===== config.mk =====
export PLATFORM = sky130hd
export DESIGN_NAME = axi_txn_guard
export DESIGN_NICKNAME = d
export VERILOG_FILES = /design/src/rtl/axi_guard_pkg.sv /design/src/rtl/axi_pkg.sv /design/src/rtl/axi_txn_counter.sv /design/src/rtl/axi_txn_guard.sv
export SDC_FILE = /design/constraint.sdc
export NUM_CORES = 1
export LEC_CHECK = 0
export ABC_AREA = 1
export CORE_ASPECT_RATIO = 0.75
export CORE_MARGIN = 1
export CORE_UTILIZATION = 30
export DETAILED_ROUTE_END_ITERATION = 8
export PLACE_DENSITY = 0.54
export SYNTH_ARGS = -nofsm -noshare
export SYNTH_HDL_FRONTEND = slang
export SYNTH_SLANG_ARGS = --single-unit

===== constraint.sdc =====
create_clock -name clk_i -period 3.8 [get_ports clk_i]
set_input_delay 0.95 -clock clk_i [delete_from_list [all_inputs] [get_ports clk_i]]
set_output_delay 0.95 -clock clk_i [all_outputs]
set_load 0.02 [all_outputs]

===== src/rtl/axi_guard_pkg.sv =====
// Shared types and defaults for the AXI transaction guard.
// Error records carry an ID sized for the widest supported master.
package axi_guard_pkg;

    localparam int unsigned MAX_TXN_DEFAULT = 8;
    localparam int unsigned ID_W_MAX        = 16;

    typedef struct packed {
        logic [ID_W_MAX-1:0] id;
        logic                write;
        logic [1:0]          resp;
    } err_info_t;

endpackage


===== src/rtl/axi_pkg.sv =====
// AXI protocol constants shared across the SoC.
// Only the response encodings are needed by the transaction guard.
package axi_pkg;

    localparam logic [1:0] RESP_OKAY   = 2'b00;
    localparam logic [1:0] RESP_EXOKAY = 2'b01;
    localparam logic [1:0] RESP_SLVERR = 2'b10;
    localparam logic [1:0] RESP_DECERR = 2'b11;

endpackage


===== src/rtl/axi_txn_counter.sv =====
// Saturating outstanding-transaction counter with full and underflow flags.
// Increments are expected to be gated by full upstream.
module axi_txn_counter #(
    parameter  int unsigned MaxTxn = 8,
    localparam int unsigned CntW   = $clog2(MaxTxn + 1)
) (
    input  logic            clk_i,
    input  logic            rst_i,
    input  logic            inc_i,
    input  logic            dec_i,
    output logic [CntW-1:0] count_o,
    output logic            full_o,
    output logic            underflow_o
);

    localparam logic [CntW-1:0] FULL = CntW'(MaxTxn);

    logic [CntW-1:0] r_count;
    logic            w_full;
    logic            w_empty;

    assign w_full      = (r_count == FULL);
    assign w_empty     = (r_count == '0);
    assign underflow_o = dec_i & ~inc_i & w_empty;
    assign full_o      = w_full;
    assign count_o     = r_count;

    always_ff @(posedge clk_i) begin
        if (rst_i) begin
            r_count <= '0;
        end else if (inc_i & ~dec_i & ~w_full) begin
            r_count <= r_count + CntW'(1);
        end else if (dec_i & ~inc_i & ~w_empty) begin
            r_count <= r_count - CntW'(1);
        end
    end

endmodule


===== src/rtl/axi_txn_guard.sv =====
// Throttles AW/AR toward the CDC source and records AXI error responses.
// Status outputs are registered; address gates are combinational on counts.
module axi_txn_guard
    import axi_pkg::*;
    import axi_guard_pkg::*;
#(
    parameter int unsigned MaxTxn      = MAX_TXN_DEFAULT,
    parameter int unsigned IdWidth     = 5,
    parameter int unsigned ErrCntWidth = 16
) (
    input  logic                         clk_i,
    input  logic                         rst_i,
    input  logic                         aw_valid_i,
    output logic                         aw_ready_o,
    output logic                         aw_valid_o,
    input  logic                         aw_ready_i,
    input  logic                         ar_valid_i,
    output logic                         ar_ready_o,
    output logic                         ar_valid_o,
    input  logic                         ar_ready_i,
    input  logic                         r_valid_i,
    input  logic                         r_ready_i,
    input  logic                         r_last_i,
    input  logic [1:0]                   r_resp_i,
    input  logic [IdWidth-1:0]           r_id_i,
    input  logic                         b_valid_i,
    input  logic                         b_ready_i,
    input  logic [1:0]                   b_resp_i,
    input  logic [IdWidth-1:0]           b_id_i,
    input  logic                         err_clear_i,
    output logic [$clog2(MaxTxn+1)-1:0]  wr_outstanding_o,
    output logic [$clog2(MaxTxn+1)-1:0]  rd_outstanding_o,
    output logic [ErrCntWidth-1:0]       err_cnt_o,
    output logic                         err_sticky_o,
    output logic [IdWidth-1:0]           err_id_o,
    output logic                         err_write_o,
    output logic [1:0]                   err_resp_o,
    output logic                         proto_err_o
);

    logic w_wr_full, w_rd_full;
    logic w_wr_uf, w_rd_uf;
    logic w_wr_inc, w_wr_dec, w_rd_inc, w_rd_dec;

    assign aw_valid_o = aw_valid_i & ~w_wr_full;
    assign aw_ready_o = aw_ready_i & ~w_wr_full;
    assign ar_valid_o = ar_valid_i & ~w_rd_full;
    assign ar_ready_o = ar_ready_i & ~w_rd_full;

    assign w_wr_inc = aw_valid_o & aw_ready_i;
    assign w_wr_dec = b_valid_i & b_ready_i;
    assign w_rd_inc = ar_valid_o & ar_ready_i;
    assign w_rd_dec = r_valid_i & r_ready_i & r_last_i;

    axi_txn_counter #(.MaxTxn(MaxTxn)) u_wr_cnt (
        .clk_i       (clk_i),
        .rst_i       (rst_i),
        .inc_i       (w_wr_inc),
        .dec_i       (w_wr_dec),
        .count_o     (wr_outstanding_o),
        .full_o      (w_wr_full),
        .underflow_o (w_wr_uf)
    );

    axi_txn_counter #(.MaxTxn(MaxTxn)) u_rd_cnt (
        .clk_i       (clk_i),
        .rst_i       (rst_i),
        .inc_i       (w_rd_inc),
        .dec_i       (w_rd_dec),
        .count_o     (rd_outstanding_o),
        .full_o      (w_rd_full),
        .underflow_o (w_rd_uf)
    );

    logic                   w_r_err, w_b_err;
    logic [1:0]             w_n_err;
    logic [ErrCntWidth-1:0] w_cnt_base;
    logic [ErrCntWidth:0]   w_cnt_sum;
    logic [ErrCntWidth-1:0] w_cnt_nxt;
    err_info_t              w_new;

    logic [ErrCntWidth-1:0] r_err_cnt;
    logic                   r_sticky;
    logic                   r_proto;
    err_info_t              r_info;

    assign w_r_err = r_valid_i & r_ready_i &
                     ((r_resp_i == RESP_SLVERR) | (r_resp_i == RESP_DECERR));
    assign w_b_err = b_valid_i & b_ready_i &
                     ((b_resp_i == RESP_SLVERR) | (b_resp_i == RESP_DECERR));
    assign w_n_err = {1'b0, w_r_err} + {1'b0, w_b_err};

    always_comb begin
        w_cnt_base = err_clear_i ? '0 : r_err_cnt;
        w_cnt_sum  = {1'b0, w_cnt_base} + (ErrCntWidth+1)'(w_n_err);
        w_cnt_nxt  = w_cnt_sum[ErrCntWidth] ? '1 : w_cnt_sum[ErrCntWidth-1:0];
        // B wins a same-cycle tie with R
        w_new.id    = w_b_err ? ID_W_MAX'(b_id_i) : ID_W_MAX'(r_id_i);
        w_new.write = w_b_err;
        w_new.resp  = w_b_err ? b_resp_i : r_resp_i;
    end

    always_ff @(posedge clk_i) begin
        if (rst_i) begin
            r_err_cnt <= '0;
            r_sticky  <= 1'b0;
            r_info    <= '0;
            r_proto   <= 1'b0;
        end else begin
            r_err_cnt <= w_cnt_nxt;
            if ((w_r_err | w_b_err) & (~r_sticky | err_clear_i)) begin
                r_info   <= w_new;
                r_sticky <= 1'b1;
            end else if (err_clear_i) begin
                r_info   <= '0;
                r_sticky <= 1'b0;
            end
            if (w_wr_uf | w_rd_uf) begin
                r_proto <= 1'b1;
            end else if (err_clear_i) begin
                r_proto <= 1'b0;
            end
        end
    end

    logic w_unused_id;
    assign w_unused_id = ^r_info.id;

    assign err_cnt_o    = r_err_cnt;
    assign err_sticky_o = r_sticky;
    assign err_id_o     = r_info.id[IdWidth-1:0];
    assign err_write_o  = r_info.write;
    assign err_resp_o   = r_info.resp;
    assign proto_err_o  = r_proto;

endmodule


==> results.sh <==
export IMPL_timing_worst_slew_pin_value_ns=0.5071
export IMPL_crit_path_class="in -> out"
export IMPL_fin_ws_ns=0.5277
export IMPL_netlist_area_mm2=0.002163
export IMPL_die_h_um=75.54
export IMPL_drc=0
export IMPL_postRouteAntennaNets=0
export IMPL_ys_ff_latch=34
export IMPL_final_critical_path_share_of_the_clock_period=0.8611
export IMPL_layout_cells_most_common_list="sky130_fd_sc_hd__nand2_1, sky130_fd_sc_hd__clkdlybuf4s50_1, sky130_fd_sc_hd__inv_1"
export IMPL_synthesis_instances=318
export IMPL_grt_first_pass_wirelength_um=8818
export IMPL_die_w_um=100.1
export IMPL_pre_cts_ws_ns=0.2878
export IMPL_ctsHtreeMaxLevel=2
export IMPL_cpPeakStageDelay_ns=0.66
export IMPL_antenna_found_initial=0
export IMPL_core_area_mm2=0.006897
export IMPL_firstDrtPassIters=4
export IMPL_ys_warnings_count=0
export IMPL_drv_cap=0
export IMPL_final_setup_violations=0
export IMPL_final_fill_count=741
export IMPL_final_hold_violation_count=0
export IMPL_max_clock_path_buffers=2
export IMPL_grt_use_total=0.1522
export IMPL_required_ns=2.85
export IMPL_cts_root_buf="sky130_fd_sc_hd__clkbuf_8"
export IMPL_cts_buffers=5
export IMPL_drt_iter0_markers=81
export IMPL_syn_num_nets=352
export IMPL_synth_distinct_cells=26
export IMPL_class_of_the_most_critical_hold_timing_path="reg -> reg"
export IMPL_drv_slew=0
export IMPL_synth_edff_count=0
export IMPL_io_pins=64
export IMPL_via_count=2120
export IMPL_setup_tns_ns=0
export IMPL_wl_um=5658
export IMPL_clock_insertion_delay_worst_skew_ns=0.28
export IMPL_wl_per_cell_um=11.69
export IMPL_clkSlewWorstSetupHoldPaths_ns=0.07
export IMPL_avgViaCountPerCell=4.380
export IMPL_result_of_the_run="finished clean"
export IMPL_dp_final_hpwl_um=4353
export IMPL_worst_r2r_setup_slack_ns=1.67
export IMPL_share_of_flip_flops_with_an_asynchronous_set_or_reset=0
export IMPL_holdWs_ns=0.4627
export IMPL_start_util=0.3137
export IMPL_layout_cells_most_common="sky130_fd_sc_hd__nand2_1"
export IMPL_ir_drop_uv=134.0
export IMPL_cts_repair_resize_count=0
export IMPL_grt_setup_unrepaired="false"
export IMPL_layoutNonFillerInstCount=484
export IMPL_finalWeightedCongestion=0.8370
export IMPL_p_leak_nw=1.276
export IMPL_final_layout_size_suffix_gt1_frac=0.09585
export IMPL_die_area_mm2=0.007558
export IMPL_via_count_of_the_first_global_routing_pass=1853
export IMPL_fmaxAchievable_ghz=0.3056
export IMPL_portBuffers=63
export IMPL_tritoncts="yes"
export IMPL_clock_skew_final_ns=0.008114
export IMPL_critPathCaptureType="output port"
export IMPL_critical_path_startpoint_type="primary input"
export IMPL_dominantRegCellSynth="sky130_fd_sc_hd__dfxtp_1"
export IMPL_syn2layout_area_growth_pct=38.00
export IMPL_postCtsHoldBufs=0
export IMPL_sequential_share_of_the_synthesized_area=0.3146
export IMPL_path_common_cell="sky130_fd_sc_hd__clkdlybuf4s50_1"
export IMPL_slew_headroom=0.6616
export IMPL_finalCriticalPeriod_ns=3.272
export IMPL_cts_sinks=34
export IMPL_post_synth_cell_area_avg_um2=6.803
export IMPL_crit_path_cell_trace="clkdlybuf4s50_1, inv_1, a21oi_1, clkdlybuf4s50_1"
export IMPL_antenna_cells=0
export IMPL_grt_overflow_total=0
export IMPL_design_final_nets=419
export IMPL_worst_endpoint_arrival_ns=2.32
export IMPL_timing_critical_path_slowest_stage_cell="sky130_fd_sc_hd__clkdlybuf4s50_1"
export IMPL_largest_net_degree_at_the_start_of_global_routing=21
export IMPL_cts_setup_buffers=0
export IMPL_place_inst=476
export IMPL_critical_path_max_fanout=3
export IMPL_row_count=26
export IMPL_p_per_cell_area_mw_per_mm2=309.7
==> registers in the layout, summed over array words and instances (netlist names) <==
| register | flops |
|---|---|
| err_cnt_o | 16 |
| err_write_o | 1 |
| u_rd_cnt.count_o | 4 |
| err_sticky_o | 1 |
| err_id_o | 5 |
| u_wr_cnt.count_o | 4 |
| proto_err_o | 1 |
| err_resp_o | 2 |
==> per-stage QoR <==
stage                     total power (W)  area, µm²    util
after detailed placement        0.0006545       2894  0.4196
after CTS                       0.0009406       2985  0.4329
after global routing            0.0009867       2985  0.4329
after floorplan                 0.0005497       2163       -
after global placement          0.0006523       2894  0.4196
final                           0.0009246       2985  0.4329
==> power by group <==
group          total (W)  internal, W  leakage (nW)  switching, W
Combinational   0.000249     0.000111         0.951      0.000138
Sequential      0.000396     0.000375         0.277     0.0000212
Clock           0.000279     0.000146        0.0482      0.000133
==> worst paths after layout <==
check	from	end	cells past startpoint
max	aw_ready_i	aw_ready_o	4
min	err_id_o[4]$_SDFFE_PP0P_	err_id_o[4]$_SDFFE_PP0P_	2
max reg2reg	u_wr_cnt.count_o[0]$_SDFFE_PP0P_	u_wr_cnt.count_o[3]$_SDFFE_PP0P_	12
min reg2reg	err_id_o[4]$_SDFFE_PP0P_	err_id_o[4]$_SDFFE_PP0P_	2
==> final cells by class <==
cell class	count	area (µm²)	area share
clock buffers	7	86.33	0.02892
clock inverters	1	5.005	0.001676
inverters	50	187.7	0.06287
multi-input cells	228	1250	0.4187
flip-flops and latches	34	680.7	0.2280
well taps	98	122.6	0.04107
repair buffers	66	653.1	0.2188
==> cell usage after synthesis, types with 4 or more instances <==
library cell | count | area share
sky130_fd_sc_hd__nor2_2 | 4 | 0.012
sky130_fd_sc_hd__xnor2_1 | 4 | 0.016
sky130_fd_sc_hd__xor2_1 | 5 | 0.020
sky130_fd_sc_hd__nand3_1 | 26 | 0.060
sky130_fd_sc_hd__nand4_1 | 12 | 0.035
sky130_fd_sc_hd__a21oi_1 | 14 | 0.032
sky130_fd_sc_hd__ha_1 | 5 | 0.029
sky130_fd_sc_hd__nor2_1 | 31 | 0.054
sky130_fd_sc_hd__a21oi_2 | 9 | 0.036
sky130_fd_sc_hd__nor2_4 | 7 | 0.036
sky130_fd_sc_hd__nand2_1 | 90 | 0.16
sky130_fd_sc_hd__inv_1 | 50 | 0.087
sky130_fd_sc_hd__dfxtp_1 | 34 | 0.31
sky130_fd_sc_hd__o21ai_0 | 4 | 0.0093
==> cell families (layout without fill, tap and decap cells) <==
logic type,count (synthesis),in the layout,share of synthesized area
compound gates,29,29,0.08502
flops,34,34,0.3146
buf+inv,56,124,0.1076
fa+ha+maj,8,8,0.05668
simple gates,182,182,0.3996
xor+xnor,9,9,0.03643
==> worst max-delay path, delay by kind of cell <==
kind / cells / cell delay (ns)
AO/OA/AOI/OAI: 1 / 0.17
buffers and inverters: 3 / 1.21
==> metal layers <==
metal	vias to the layer above	wire length, µm	GRT usage	share of wire
met5	-	0	0	0
met4	0	41	0.03382	0.0072
met3	5	272	0.03670	0.048
met2	47	2320	0.2253	0.41
met1	934	3024	0.2233	0.53
li1	1134	-	-	-
Note: power is estimated with default switching activity, not from simulation.
